==> config.mk <==
export PLATFORM = sky130hd
export DESIGN_NAME = ball_renderer
export DESIGN_NICKNAME = d
export VERILOG_FILES = /design/src/rtl/ball_pkg.sv /design/src/rtl/sync_delay.sv /design/src/rtl/ball_renderer.sv
export SDC_FILE = /design/constraint.sdc
export NUM_CORES = 1
export LEC_CHECK = 0
export CORE_ASPECT_RATIO = 2
export CORE_MARGIN = 1
export CORE_UTILIZATION = 45
export CTS_CLUSTER_DIAMETER = 100
export DETAILED_ROUTE_END_ITERATION = 8
export GPL_ROUTABILITY_DRIVEN = 0
export PLACE_DENSITY = 0.7
export SLEW_MARGIN = 0
export SYNTH_ARGS = -nofsm -noshare
export SYNTH_HDL_FRONTEND = slang
export SYNTH_SLANG_ARGS = --single-unit
==> constraint.sdc <==
create_clock -name clk -period 3 [get_ports clk]
set_clock_uncertainty 0.2 [all_clocks]
set_input_delay 0.6 -clock clk [delete_from_list [all_inputs] [get_ports clk]]
set_output_delay 0.6 -clock clk [all_outputs]
set_load 0.05 [all_outputs]
==> src/rtl/ball_pkg.sv <==
// Shared types and constants for the bouncing-ball pixel stage.
// Optional feature macro: BALL_BORDER_EN (red 4-pixel frame around the visible area).
package ball_pkg;

    // Full raster size of the 800x600 timing generator feeding this stage
    localparam int unsigned H_TOTAL = 1056;
    localparam int unsigned V_TOTAL = 628;

    // Default colours, RGB 4:4:4
    localparam logic [11:0] BALL_COLOR_DEF = 12'hFFF;
    localparam logic [11:0] BG_COLOR_DEF   = 12'h00F;
    localparam logic [11:0] BORDER_COLOR   = 12'hF00;
    localparam int unsigned BORDER_W       = 4;

    // Direction encoding for dir_x / dir_y
    localparam logic DIR_POS = 1'b0;
    localparam logic DIR_NEG = 1'b1;

    typedef struct packed {
        logic [3:0] r;
        logic [3:0] g;
        logic [3:0] b;
    } rgb444_t;

    typedef enum logic [1:0] {
        WAIT  = 2'd0,
        UPD_X = 2'd1,
        UPD_Y = 2'd2
    } state_t;

    // Result of moving one axis by one step
    typedef struct packed {
        logic [15:0] pos;
        logic        dir;
        logic        hit;
    } axis_t;

    // Advance one axis, clamping at 0 and max_pos and flipping direction on a wall hit.
    // The clamps keep the unsigned subtraction from ever wrapping.
    function automatic axis_t step_axis(input logic [15:0] pos, input logic dir,
                                        input logic [15:0] max_pos, input logic [15:0] step);
        axis_t res;
        res.pos = pos;
        res.dir = dir;
        res.hit = 1'b0;
        if (dir == DIR_POS) begin
            if (pos + step >= max_pos) begin
                res.pos = max_pos;
                res.dir = DIR_NEG;
                res.hit = 1'b1;
            end else begin
                res.pos = pos + step;
            end
        end else begin
            if (pos <= step) begin
                res.pos = '0;
                res.dir = DIR_POS;
                res.hit = 1'b1;
            end else begin
                res.pos = pos - step;
            end
        end
        return res;
    endfunction

endpackage

==> src/rtl/sync_delay.sv <==
// Two-stage shift register with asynchronous active-high reset to a chosen value.
// Used to align the VGA syncs with the two-stage RGB pipeline.
module sync_delay #(
    parameter int unsigned            WIDTH     = 1,
    parameter logic [WIDTH-1:0]       RESET_VAL = '0
) (
    input  logic             clk,
    input  logic             rst,
    input  logic [WIDTH-1:0] din,
    output logic [WIDTH-1:0] dout
);

    logic [WIDTH-1:0] stage1_q;
    logic [WIDTH-1:0] stage2_q;

    // Shift din through two register stages
    always_ff @(posedge clk or posedge rst) begin
        if (rst) begin
            stage1_q <= RESET_VAL;
            stage2_q <= RESET_VAL;
        end else begin
            stage1_q <= din;
            stage2_q <= stage1_q;
        end
    end

    assign dout = stage2_q;

endmodule

==> src/rtl/ball_renderer.sv <==
// Pixel stage behind the 800x600 VGA timing generator: draws a bouncing square ball on a
// flat background, updating its position once per frame in vertical blank.
// Optional feature macro: BALL_BORDER_EN (red 4-pixel frame, ball has priority over it).
module ball_renderer
    import ball_pkg::*;
#(
    parameter int unsigned H_ACTIVE   = 800,
    parameter int unsigned V_ACTIVE   = 600,
    parameter int unsigned BALL_SIZE  = 16,
    parameter int unsigned STEP       = 2,
    parameter logic [11:0] BALL_COLOR = BALL_COLOR_DEF,
    parameter logic [11:0] BG_COLOR   = BG_COLOR_DEF
) (
    input  logic        clk,
    input  logic        reset_n,      // active-high despite the name
    input  logic [15:0] column,
    input  logic [15:0] row,
    input  logic        active,
    input  logic        hsync_in,
    input  logic        vsync_in,
    input  logic        enable,
    output logic [3:0]  vga_r,
    output logic [3:0]  vga_g,
    output logic [3:0]  vga_b,
    output logic        hsync_out,
    output logic        vsync_out,
    output logic        frame_tick,
    output logic [7:0]  bounce_count
);

    localparam logic [15:0] X_MAX   = 16'(H_ACTIVE - BALL_SIZE);
    localparam logic [15:0] Y_MAX   = 16'(V_ACTIVE - BALL_SIZE);
    localparam logic [15:0] X_INIT  = 16'((H_ACTIVE - BALL_SIZE) / 2);
    localparam logic [15:0] Y_INIT  = 16'((V_ACTIVE - BALL_SIZE) / 2);
    localparam logic [15:0] STEP16  = 16'(STEP);
    localparam logic [15:0] SIZE16  = 16'(BALL_SIZE);
    localparam logic [15:0] V_BLANK = 16'(V_ACTIVE);

    // ------------------------------------------------------------------
    // Frame tick and position state
    // ------------------------------------------------------------------
    state_t      state_q, state_d;
    logic [15:0] ball_x_q, ball_x_d;
    logic [15:0] ball_y_q, ball_y_d;
    logic        dir_x_q, dir_x_d;
    logic        dir_y_q, dir_y_d;
    logic [7:0]  bounce_q, bounce_d;
    logic        frame_tick_q;
    axis_t       axis_x, axis_y;

    // One-cycle pulse when the first vertical-blank line starts
    always_ff @(posedge clk or posedge reset_n) begin
        if (reset_n) begin
            frame_tick_q <= 1'b0;
        end else begin
            frame_tick_q <= (row == V_BLANK) && (column == 16'd0);
        end
    end

    assign axis_x = step_axis(ball_x_q, dir_x_q, X_MAX, STEP16);
    assign axis_y = step_axis(ball_y_q, dir_y_q, Y_MAX, STEP16);

    // Position FSM: one axis per cycle after each enabled frame tick
    always_comb begin
        state_d  = state_q;
        ball_x_d = ball_x_q;
        ball_y_d = ball_y_q;
        dir_x_d  = dir_x_q;
        dir_y_d  = dir_y_q;
        bounce_d = bounce_q;
        case (state_q)
            WAIT: begin
                if (frame_tick_q && enable) begin
                    state_d = UPD_X;
                end
            end
            UPD_X: begin
                state_d  = UPD_Y;
                ball_x_d = axis_x.pos;
                dir_x_d  = axis_x.dir;
                if (axis_x.hit) begin
                    bounce_d = bounce_q + 8'd1;
                end
            end
            UPD_Y: begin
                state_d  = WAIT;
                ball_y_d = axis_y.pos;
                dir_y_d  = axis_y.dir;
                if (axis_y.hit) begin
                    bounce_d = bounce_q + 8'd1;
                end
            end
            default: state_d = WAIT;
        endcase
    end

    // Position state registers
    always_ff @(posedge clk or posedge reset_n) begin
        if (reset_n) begin
            state_q  <= WAIT;
            ball_x_q <= X_INIT;
            ball_y_q <= Y_INIT;
            dir_x_q  <= DIR_POS;
            dir_y_q  <= DIR_POS;
            bounce_q <= 8'd0;
        end else begin
            state_q  <= state_d;
            ball_x_q <= ball_x_d;
            ball_y_q <= ball_y_d;
            dir_x_q  <= dir_x_d;
            dir_y_q  <= dir_y_d;
            bounce_q <= bounce_d;
        end
    end

    assign frame_tick   = frame_tick_q;
    assign bounce_count = bounce_q;

    // ------------------------------------------------------------------
    // Pixel pipeline, fixed two-cycle latency
    // ------------------------------------------------------------------
    logic [15:0] col_off, row_off;
    logic        in_ball_s;
    logic        in_ball_q;
    logic        active_q;
    rgb444_t     rgb_q, rgb_d;
    logic [1:0]  sync_dly;

    // The explicit >= guards make the wrapped unsigned offsets harmless left/above the ball
    assign col_off   = column - ball_x_q;
    assign row_off   = row - ball_y_q;
    assign in_ball_s = (column >= ball_x_q) && (col_off < SIZE16) &&
                       (row >= ball_y_q) && (row_off < SIZE16);

`ifdef BALL_BORDER_EN
    logic border_s;
    logic border_q;

    assign border_s = (column < 16'(BORDER_W)) || (column >= 16'(H_ACTIVE - BORDER_W)) ||
                      (row < 16'(BORDER_W)) || (row >= 16'(V_ACTIVE - BORDER_W));

    // Stage 1 border decode
    always_ff @(posedge clk or posedge reset_n) begin
        if (reset_n) begin
            border_q <= 1'b0;
        end else begin
            border_q <= border_s;
        end
    end
`endif

    // Stage 1: ball hit and visible flag
    always_ff @(posedge clk or posedge reset_n) begin
        if (reset_n) begin
            in_ball_q <= 1'b0;
            active_q  <= 1'b0;
        end else begin
            in_ball_q <= in_ball_s;
            active_q  <= active;
        end
    end

    // Stage 2 colour select: ball over border over background, black outside visible area
    always_comb begin
        rgb_d = '0;
        if (active_q) begin
            if (in_ball_q) begin
                rgb_d = rgb444_t'(BALL_COLOR);
            end
`ifdef BALL_BORDER_EN
            else if (border_q) begin
                rgb_d = rgb444_t'(BORDER_COLOR);
            end
`endif
            else begin
                rgb_d = rgb444_t'(BG_COLOR);
            end
        end
    end

    // Stage 2 colour register
    always_ff @(posedge clk or posedge reset_n) begin
        if (reset_n) begin
            rgb_q <= '0;
        end else begin
            rgb_q <= rgb_d;
        end
    end

    // Syncs idle high, so the delay line resets to ones
    sync_delay #(
        .WIDTH     (2),
        .RESET_VAL (2'b11)
    ) u_sync_delay (
        .clk  (clk),
        .rst  (reset_n),
        .din  ({hsync_in, vsync_in}),
        .dout (sync_dly)
    );

    assign hsync_out = sync_dly[1];
    assign vsync_out = sync_dly[0];
    assign vga_r     = rgb_q.r;
    assign vga_g     = rgb_q.g;
    assign vga_b     = rgb_q.b;

endmodule

==> results.cfg, run 1 <==
[grt]
grt_pass1_vias = 4982
grt_antenna_before_repair = 0
grt_pass1_wl_um = 24100
grt_max_degree = 52
grt_usage_pct = 28.3
grt_overflow_total = 0

[place]
dp_hpwl_um = 11900
place_inst = 808
dp_slack_ns = -0.214
port_buffers = 60

[sta]
tightest_slew_ns = 0.802
final_hold_viol_count = 0
rsz0062_at_grt = false
whs_ns = 0.158
setup_viol = 0
slew_headroom_pct = 46.1
period_needed_ns = 2.89
min_period_over_period_pct = 96.3
drv_slew = 0
fmax_mhz = 346
fin_ws_ns = 0.110

[worst_setup_path]
reg2reg_slack_ns = 0.11
crit_path_max_fanout = 7
timing.rr.start = ball_y_q[2]
critPathCaptureType = flop
worstPathRequired_ns = 3.02
r2r_cells = 10
cp.arrival_ns = 2.91
startpoint_type = flop
r2r-end = bounce_count[6]
critPathKind = reg2reg

[cts]
cts_buffers = 5
htreeDepth = 2
cts.path.max_buffers = 2
clock_latency_ns = 0.30
root_buffer = clkbuf_16
clkTransAtPathRegs_ns = 0.07
hold_buffers = 0
cts.sinks = 51
cts_tree = yes

[synthesis]
synth_common_cells = 52 x nand2_1, 44 x a21oi_1, 43 x inv_1, 43 x o21ai_0
synth-seq-area-share_pct = 26.8
yosysWarnings = 0
synth_most_common_cell = nand2_1
synth_ff_type = dfrtp_1
synth.area.top_cells = dfrtp_1 21%, ha_1 9.6%, dfstp_2 5.5%
yosysTopAreaCellShare_pct = 21.3
syn_area_sq_mm = 0.00481
avgSynthCellArea_sq_um = 8.00
async_flop_share_pct = 100
syn_nets = 677
yosys.area.top_type = dfrtp_1
ys_seq_elements = 51
synth-edff-count = 0
syn_inst = 602
post_synth_num_cell_types = 72

[finish]
fin_nets = 758
fillers = 1012
drive_gt1_share_pct = 16.4
num_antenna_cells = 0
area_growth_pct = 25.3
finalCoreUtilization_pct = 57.6
seqCellArea_sq_mm = 0.00129
layout.cells.non_filler = 821
multiInputGateArea_sq_mm = 0.00318

[min_path]
hp-start = u_sync_delay.stage1_q[0]
hold_path.class = reg2reg
min_to = u_sync_delay.dout[0]
holdPathStages = 0

[floorplan]
start_util_pct = 46.0
io_pins = 61
coreArea_sq_mm = 0.0105
die_area_sq_mm = 0.0111
rows = 53
die-width_um = 75.1
die_h_um = 148

[power_and_ir_drop]
leakagePower_nw = 2.46
p_sw_share_pct = 24.7
intPower_mw = 1.25
combPwrFrac_pct = 16.5
power.switching_mw = 0.410
total_power_mw = 1.66
power_frac_seq_pct = 41.9
vdd_drop_max_mv = 0.217
power.clock.fraction_pct = 41.6
cellPowerDensity_mw_per_mm2 = 275

[drt]
dr.pass1.iters = 6
viasPerCell = 6.14
ant_nets = 0
wire_per_inst_um = 18.6
vias = 5045
drc = 0
drt_iter0_drc = 360
wl_um = 15300

[run_status]
status = finished clean

[run]
maxCapViolCount = 0
per-layer routing:
metal  global-route usage (%)  vias to the layer above  share of wire, %
met4                     16.4                        0               6.4
met3                     3.05                       74               3.4
met2                     53.2                      188                55
met1                     28.5                     2409                35
li1                         -                     2374                 -
met5                        0                        -                 0
cell usage in the layout, fill, tap and decap left out, types with 6 or more instances in the layout:
cell type,n
ha_1,32
clkdlybuf4s50_1,60
dfstp_2,10
o22ai_1,7
a31oi_1,13
nand2_1,52
inv_1,42
nand2b_1,8
dfrtp_1,41
nor3_1,19
xor2_1,11
xnor2_1,12
buf_4,57
o31ai_1,6
mux2i_1,6
o21ai_0,43
nor2_1,41
nor4_1,12
nand3_1,27
nand4_1,15
a21oi_1,42
and2_1,6
layout make-up:
cell class / instances / area share, %
well taps: 137 / 2.84
clock inverters: 2 / 0.643
multi-input cells: 464 / 52.8
flip-flops and latches: 51 / 21.4
clock buffers: 6 / 2.30
inverters: 43 / 2.68
repair buffers: 118 / 17.4
stage by stage:
stage               area (sq um)  TNS (ns)
floorplan                   4810         0
global placement            5720    -0.182
detailed placement          5720    -0.214
CTS                         5900         0
global route                6030         0
finish                      6030         0
critical path: stages (launching register included):
cell and delay, ns:
dfstp_2 0.54, ha_2 0.27, and3_2 0.26, nand2_1 0.10
a2111oi_2 0.41, nor4_2 0.10, and3_2 0.24, a2bb2oi_4 0.19
buf_4 0.16, nor3b_2 0.18, xor2_1 0.16
repair_timing:
action | 4_1_cts | 5_1_grt
resized for setup | 0 | 14
endpoints found under the setup margin | 0 | 14
setup buffers | 0 | 5
registers in the layout, indices dropped and copies added (netlist names):
| name | cells |
|---|---|
| active_q | 1 |
| ball_x_q | 15 |
| ball_y_q | 15 |
| bounce_count | 8 |
| dir_x_q | 1 |
| dir_y_q | 1 |
| frame_tick | 1 |
| in_ball_q | 1 |
| state_q | 2 |
| u_sync_delay.dout | 2 |
| u_sync_delay.stage1_q | 2 |
| vga_b | 1 |
| vga_g | 1 |
cell families after synthesis:
group	synth area share (%)
AND/OR/NAND/NOR	26.9
adder cells (fa/ha/maj)	9.62
AO/OA/AOI/OAI	22.3
multiplexers	1.48
XOR/XNOR	4.18
buffers and inverters	8.78
flip-flops	26.8
worst max path at each step:
stage	to	slack (ns)	from
global route	in_ball_q	0.003	column[3]
CTS	bounce_count[3]	0.0004	ball_y_q[2]
global placement	in_ball_q	-0.18	column[7]
floorplan	bounce_count[1]	0.16	ball_y_q[1]
finish	bounce_count[6]	0.11	ball_y_q[2]
detailed placement	in_ball_q	-0.21	column[7]
power groups by stage:
stage | sequential [mW] | clock (mW) | combinational [mW]
2_1_floorplan | 0.716 | 0 | 0.130
3_3_place_gp | 0.708 | 0 | 0.255
3_5_place_dp | 0.709 | 0 | 0.260
4_1_cts | 0.696 | 0.700 | 0.261
5_1_grt | 0.696 | 0.730 | 0.297
6_report | 0.696 | 0.691 | 0.273
Power figures use the tool's default switching activity.
==> inputs of run 2 (changes only) <==
- SYNTH_HIERARCHICAL: unset -> 1
==> results.cfg, run 2 <==
[worst_setup_path]
r2r_cells = 8
worstPathRequired_ns = 3.00
critPathMaxStageDelay_ns = 0.42
startpoint_type = input port
slowest_stage = clkdlybuf4s50_1
crit_path_max_fanout = 4
cp.arrival_ns = 3.00
path_cells = clkdlybuf4s50_1 > ha_1 > buf_4 > nand3_1 > a21oi_1 > o21ai_2 > a31oi_1 > buf_4 > nand3_1 > a31oi_1 > mux2i_1 > nor4_2
critPathCaptureType = flop
critPathKind = in2reg

[grt]
grt_pass1_wl_um = 25300
grt_antenna_before_repair = 0
grt_max_degree = 21
grt_pass1_vias = 5481
grt_overflow_total = 0
grt_usage_pct = 29.9

[finish]
layout.cells.non_filler = 847
finalCoreUtilization_pct = 61.2
seqCellArea_sq_mm = 0.00129
drive_gt1_share_pct = 20.1
fillers = 918
num_antenna_cells = 0
final_cell_mix = 82 x buf_4, 55 x clkdlybuf4s50_1, 49 x nand2_1, 46 x nor2_1, 45 x inv_1
multiInputGateArea_sq_mm = 0.00321
area_growth_pct = 31.3
fin_nets = 786
final_common_cell = buf_4
final_area_sq_mm = 0.00621

[place]
dp_hpwl_um = 12300
port_buffers = 60
placed_area_sq_mm = 0.00590
place_inst = 838

[synthesis]
ys_seq_elements = 51
async_flop_share_pct = 100
synth_most_common_cell = nand2_1
avgSynthCellArea_sq_um = 7.87
synth-seq-area-share_pct = 27.3
synth_common_cells = 49 x nand2_1, 46 x inv_1, 46 x nor2_1
yosysTopAreaCellShare_pct = 21.7
synth-edff-count = 0
syn_nets = 676
synth_ff_type = dfrtp_1
yosys.area.top_type = dfrtp_1
syn_inst = 601
post_synth_num_cell_types = 73
synth.area.top_cells = dfrtp_1 22%, ha_1 9.8%, dfstp_2 5.6%
yosysWarnings = 6
syn_area_sq_mm = 0.00473

[run_status]
violations = setup timing
status = finished, violations left

[sta]
setup_viol = 1
min_period_over_period_pct = 100
tightest_slew_ns = 0.593
fin_ws_ns = -0.00460
period_needed_ns = 3.00
final_hold_viol_count = 0
slew_headroom_pct = 59.9
rsz0062_at_grt = true
fmax_mhz = 333
fin_tns_setup_ns = -0.00460
drv_slew = 0

[cts]
clkTransAtPathRegs_ns = 0.07
cts.path.max_buffers = 2
htreeDepth = 2
cts_buffers = 5
cts.sinks = 51
root_buffer = clkbuf_16
clock_latency_ns = 0.30
cts_tree = yes
hold_buffers = 0

[drt]
viasPerCell = 6.29
dr.pass1.iters = 5
drc = 0
ant_nets = 0
wl_um = 15500
drt_iter0_drc = 382
vias = 5330
wire_per_inst_um = 18.4

[power_and_ir_drop]
leakagePower_nw = 2.60
vdd_drop_max_mv = 0.216
cellPowerDensity_mw_per_mm2 = 265

[floorplan]
die_area_sq_mm = 0.0109
die-width_um = 74.5
die_h_um = 147
io_pins = 61
start_util_pct = 46.6
rows = 52
coreArea_sq_mm = 0.0101

[run]
maxCapViolCount = 0

[min_path]
hold_path.class = reg2reg
holdPathStages = 0
run 2: cell types whose count changed in the layout (fill, tap and decap cells not counted), moves of 6 or more:
cell / delta
nand3_1: +7
buf_4: +25
a21oi_1: -6
nor2b_1: +8
nor3_1: -6
run 2: cells by family (layout without fill, tap and decap cells):
logic type | after synthesis | count (layout) | share of synthesized area, %
adders and majority gates | 37 | 37 | 9.79
DFF | 51 | 51 | 27.3
AOI/OAI and AO/OA | 180 | 180 | 25.8
muxes | 5 | 5 | 1.09
and+or+nand+nor | 229 | 229 | 25.5
buffers and inverters | 85 | 196 | 8.02
xor gates and xnor gates | 14 | 14 | 2.59
run 2: critical path: cells and delay by family:
| family | cells | cell delay, ns |
|---|---|---|
| buf+inv | 3 | 0.71 |
| mux | 1 | 0.12 |
| simple gates | 3 | 0.39 |
| compound gates | 4 | 0.85 |
| fa+ha+maj | 1 | 0.31 |
run 2: per-stage QoR:
step                setup slack [ns]  hold WS (ns)  power, mW
finish                      -0.00460         0.162       1.65
global route                 -0.0489         0.165       1.71
CTS                          0.00272         0.165       1.66
detailed placement            -0.583         0.154       1.02
global placement              -0.518         0.147       1.01
floorplan                      0.144         0.145      0.859
run 2: cell type report:
cell class	count	share of cell area, %
clock buffer	6	2.24
clock inverter	2	0.262
inverter	46	2.78
multi-input combinational	465	51.7
sequential	51	20.8
tap	135	2.72
timing repair buffer	142	19.5
run 2: timing repair:
action	CTS	global route
setup buffers	1	0
pin swaps	15	7
hold endpoints to repair	0	0
resized for setup	22	12
endpoints found under the setup margin	1	6
run 2: final timing paths:
kind / startpoint / end / slack (ns)
max: column[5] / in_ball_q / -0.005
min: u_sync_delay/stage1_q[1] / u_sync_delay/dout[1] / 0.16
max reg2reg: ball_y_q[2] / bounce_count[1] / 0.09
min reg2reg: u_sync_delay/stage1_q[1] / u_sync_delay/dout[1] / 0.16
max in group asynchronous: reset_n / ball_y_q[5] / 1.51
min in group asynchronous: reset_n / bounce_count[4] / 0.44
run 2: power breakdown:
group / total [mW] / switching [mW] / internal (mW)
clock: 0.614 / 0.280 / 0.335
sequential: 0.695 / 0.00170 / 0.694
combinational: 0.336 / 0.165 / 0.171
total: 1.65 / 0.447 / 1.20
run 2: layer usage:
metal / wire length, um / track usage, %
met4: 1290 / 23.9
met5: 0 / 0
met1: 5020 / 27.6
met3: 800 / 5.21
met2: 8440 / 54.1
==> inputs of run 3 (changes only) <==
- CORE_UTILIZATION: 45 -> 40
- PLACE_DENSITY: 0.7 -> unset
==> results.cfg, run 3 (synthesized netlist as in run 2, its figures left out) <==
[drt]
vias = 5245
wl_um = 16100
drt_iter0_drc = 286
wire_per_inst_um = 18.8
dr.pass1.iters = 5
ant_nets = 0
drc = 0
viasPerCell = 6.10

[floorplan]
die-width_um = 78.9
die_area_sq_mm = 0.0123
start_util_pct = 41.4
rows = 55
die_h_um = 156
coreArea_sq_mm = 0.0114
io_pins = 61

[cts]
cts.path.max_buffers = 2
root_buffer = clkbuf_16
clock_latency_ns = 0.29
clkTransAtPathRegs_ns = 0.08
htreeDepth = 2
cts.sinks = 51
cts_tree = yes
cts_buffers = 5

[place]
dp_slack_ns = -0.464
port_buffers = 60
dp_hpwl_um = 12800
placed_area_sq_mm = 0.00596

[min_path]
hold_path.class = reg2reg

[finish]
fin_nets = 792
drive_gt1_share_pct = 22.0
final_common_cell = buf_4
final_area_sq_mm = 0.00640
multiInputGateArea_sq_mm = 0.00330
num_antenna_cells = 0
final_cell_mix = 87 x buf_4, 53 x clkdlybuf4s50_1, 49 x nand2_1, 45 x inv_1, 44 x nor2_1
fillers = 1100
area_growth_pct = 35.4
seqCellArea_sq_mm = 0.00129

[worst_setup_path]
cp.arrival_ns = 3.03
crit_path_max_fanout = 4
critPathCaptureType = flop
startpoint_type = input port
worstPathRequired_ns = 3.00
critPathKind = in2reg

[grt]
grt_max_degree = 28
grt_pass1_vias = 5282
grt_pass1_wl_um = 25300
grt_overflow_total = 0
grt_usage_pct = 26.5
grt_antenna_before_repair = 0

[power_and_ir_drop]
cellPowerDensity_mw_per_mm2 = 274
vdd_drop_max_mv = 0.212
leakagePower_nw = 2.73
total_power_mw = 1.75

[run]
maxCapViolCount = 0

[sta]
drv_slew = 0
fmax_mhz = 330
period_needed_ns = 3.03
tightest_slew_ns = 0.564
min_period_over_period_pct = 101
rsz0062_at_grt = true
slew_headroom_pct = 61.9
final_hold_viol_count = 0
setup_viol = 1
fin_ws_ns = -0.0262

[run_status]
violations = setup timing
status = finished, violations left
-- run 3: changes by cell type in the layout (fill, tap and decap cells not counted), moves of 3 or more --
cell and change:
ha_1 -3, dlygate4sd2_1 -4, ha_4 +3, buf_4 +5, dlymetal6s2s_1 +6
-- run 3: critical path, cell delays in order --
cell and delay [ns]:
clkdlybuf4s50_1 0.49, ha_4 0.21, nor2b_1 0.13, a221o_1 0.27, a31oi_2 0.22, nand4_1 0.14
nor4_2 0.34, and4_1 0.25, o2111ai_2 0.13, nor4_1 0.24
-- run 3: final timing paths --
check / start / to / slack, ns / cells past startpoint
setup / recovery: row[10] / in_ball_q / -0.03 / 10
hold / removal: u_sync_delay/stage1_q[1] / u_sync_delay/dout[1] / 0.16 / 0
setup reg to reg: ball_y_q[5] / in_ball_q / 0.11 / 10
hold reg to reg: u_sync_delay/stage1_q[1] / u_sync_delay/dout[1] / 0.16 / 0
max in group asynchronous: reset_n / ball_y_q[5] / 1.48 / 3
min in group asynchronous: reset_n / ball_x_q[15] / 0.50 / 2
-- run 3: what timing repair did --
action | in CTS | in global routing
endpoints found under the setup margin | 1 | 5
hold buffers | 0 | 0
buffers inserted | 0 | 1
resized for setup | 9 | 42
pin swaps | 9 | 24
-- run 3: cell type report --
| type | count | share of cell area [%] |
|---|---|---|
| Clock buffer | 6 | 2.17 |
| Clock inverter | 2 | 0.606 |
| Inverter | 46 | 2.70 |
| Multi-Input combinational cell | 465 | 51.5 |
| Sequential cell | 51 | 20.1 |
| Tap cell | 142 | 2.78 |
| Timing Repair Buffer | 148 | 20.1 |
-- run 3: report_power, final --
part	internal, mW	switching (mW)
clock network	0.421	0.284
logic	0.180	0.171
registers	0.693	0.00168
-- run 3: per-layer routing --
metal | wire, um | track usage [%]
met3 | 602 | 2.92
met5 | 0 | 0
met1 | 5390 | 24.5
met4 | 1220 | 19.2
met2 | 8920 | 51.6
-- run 3: stage by stage --
step | TNS [ns] | util (%) | cells | hold WS [ns]
after floorplan | 0 | - | 601 | 0.145
after global placement | -0.450 | 52.2 | 851 | 0.148
after detailed placement | -0.464 | 52.2 | 851 | 0.154
after CTS | 0 | 54.0 | 859 | 0.164
after global routing | -0.130 | 56.0 | 860 | 0.168
final | -0.0262 | 56.0 | 860 | 0.161
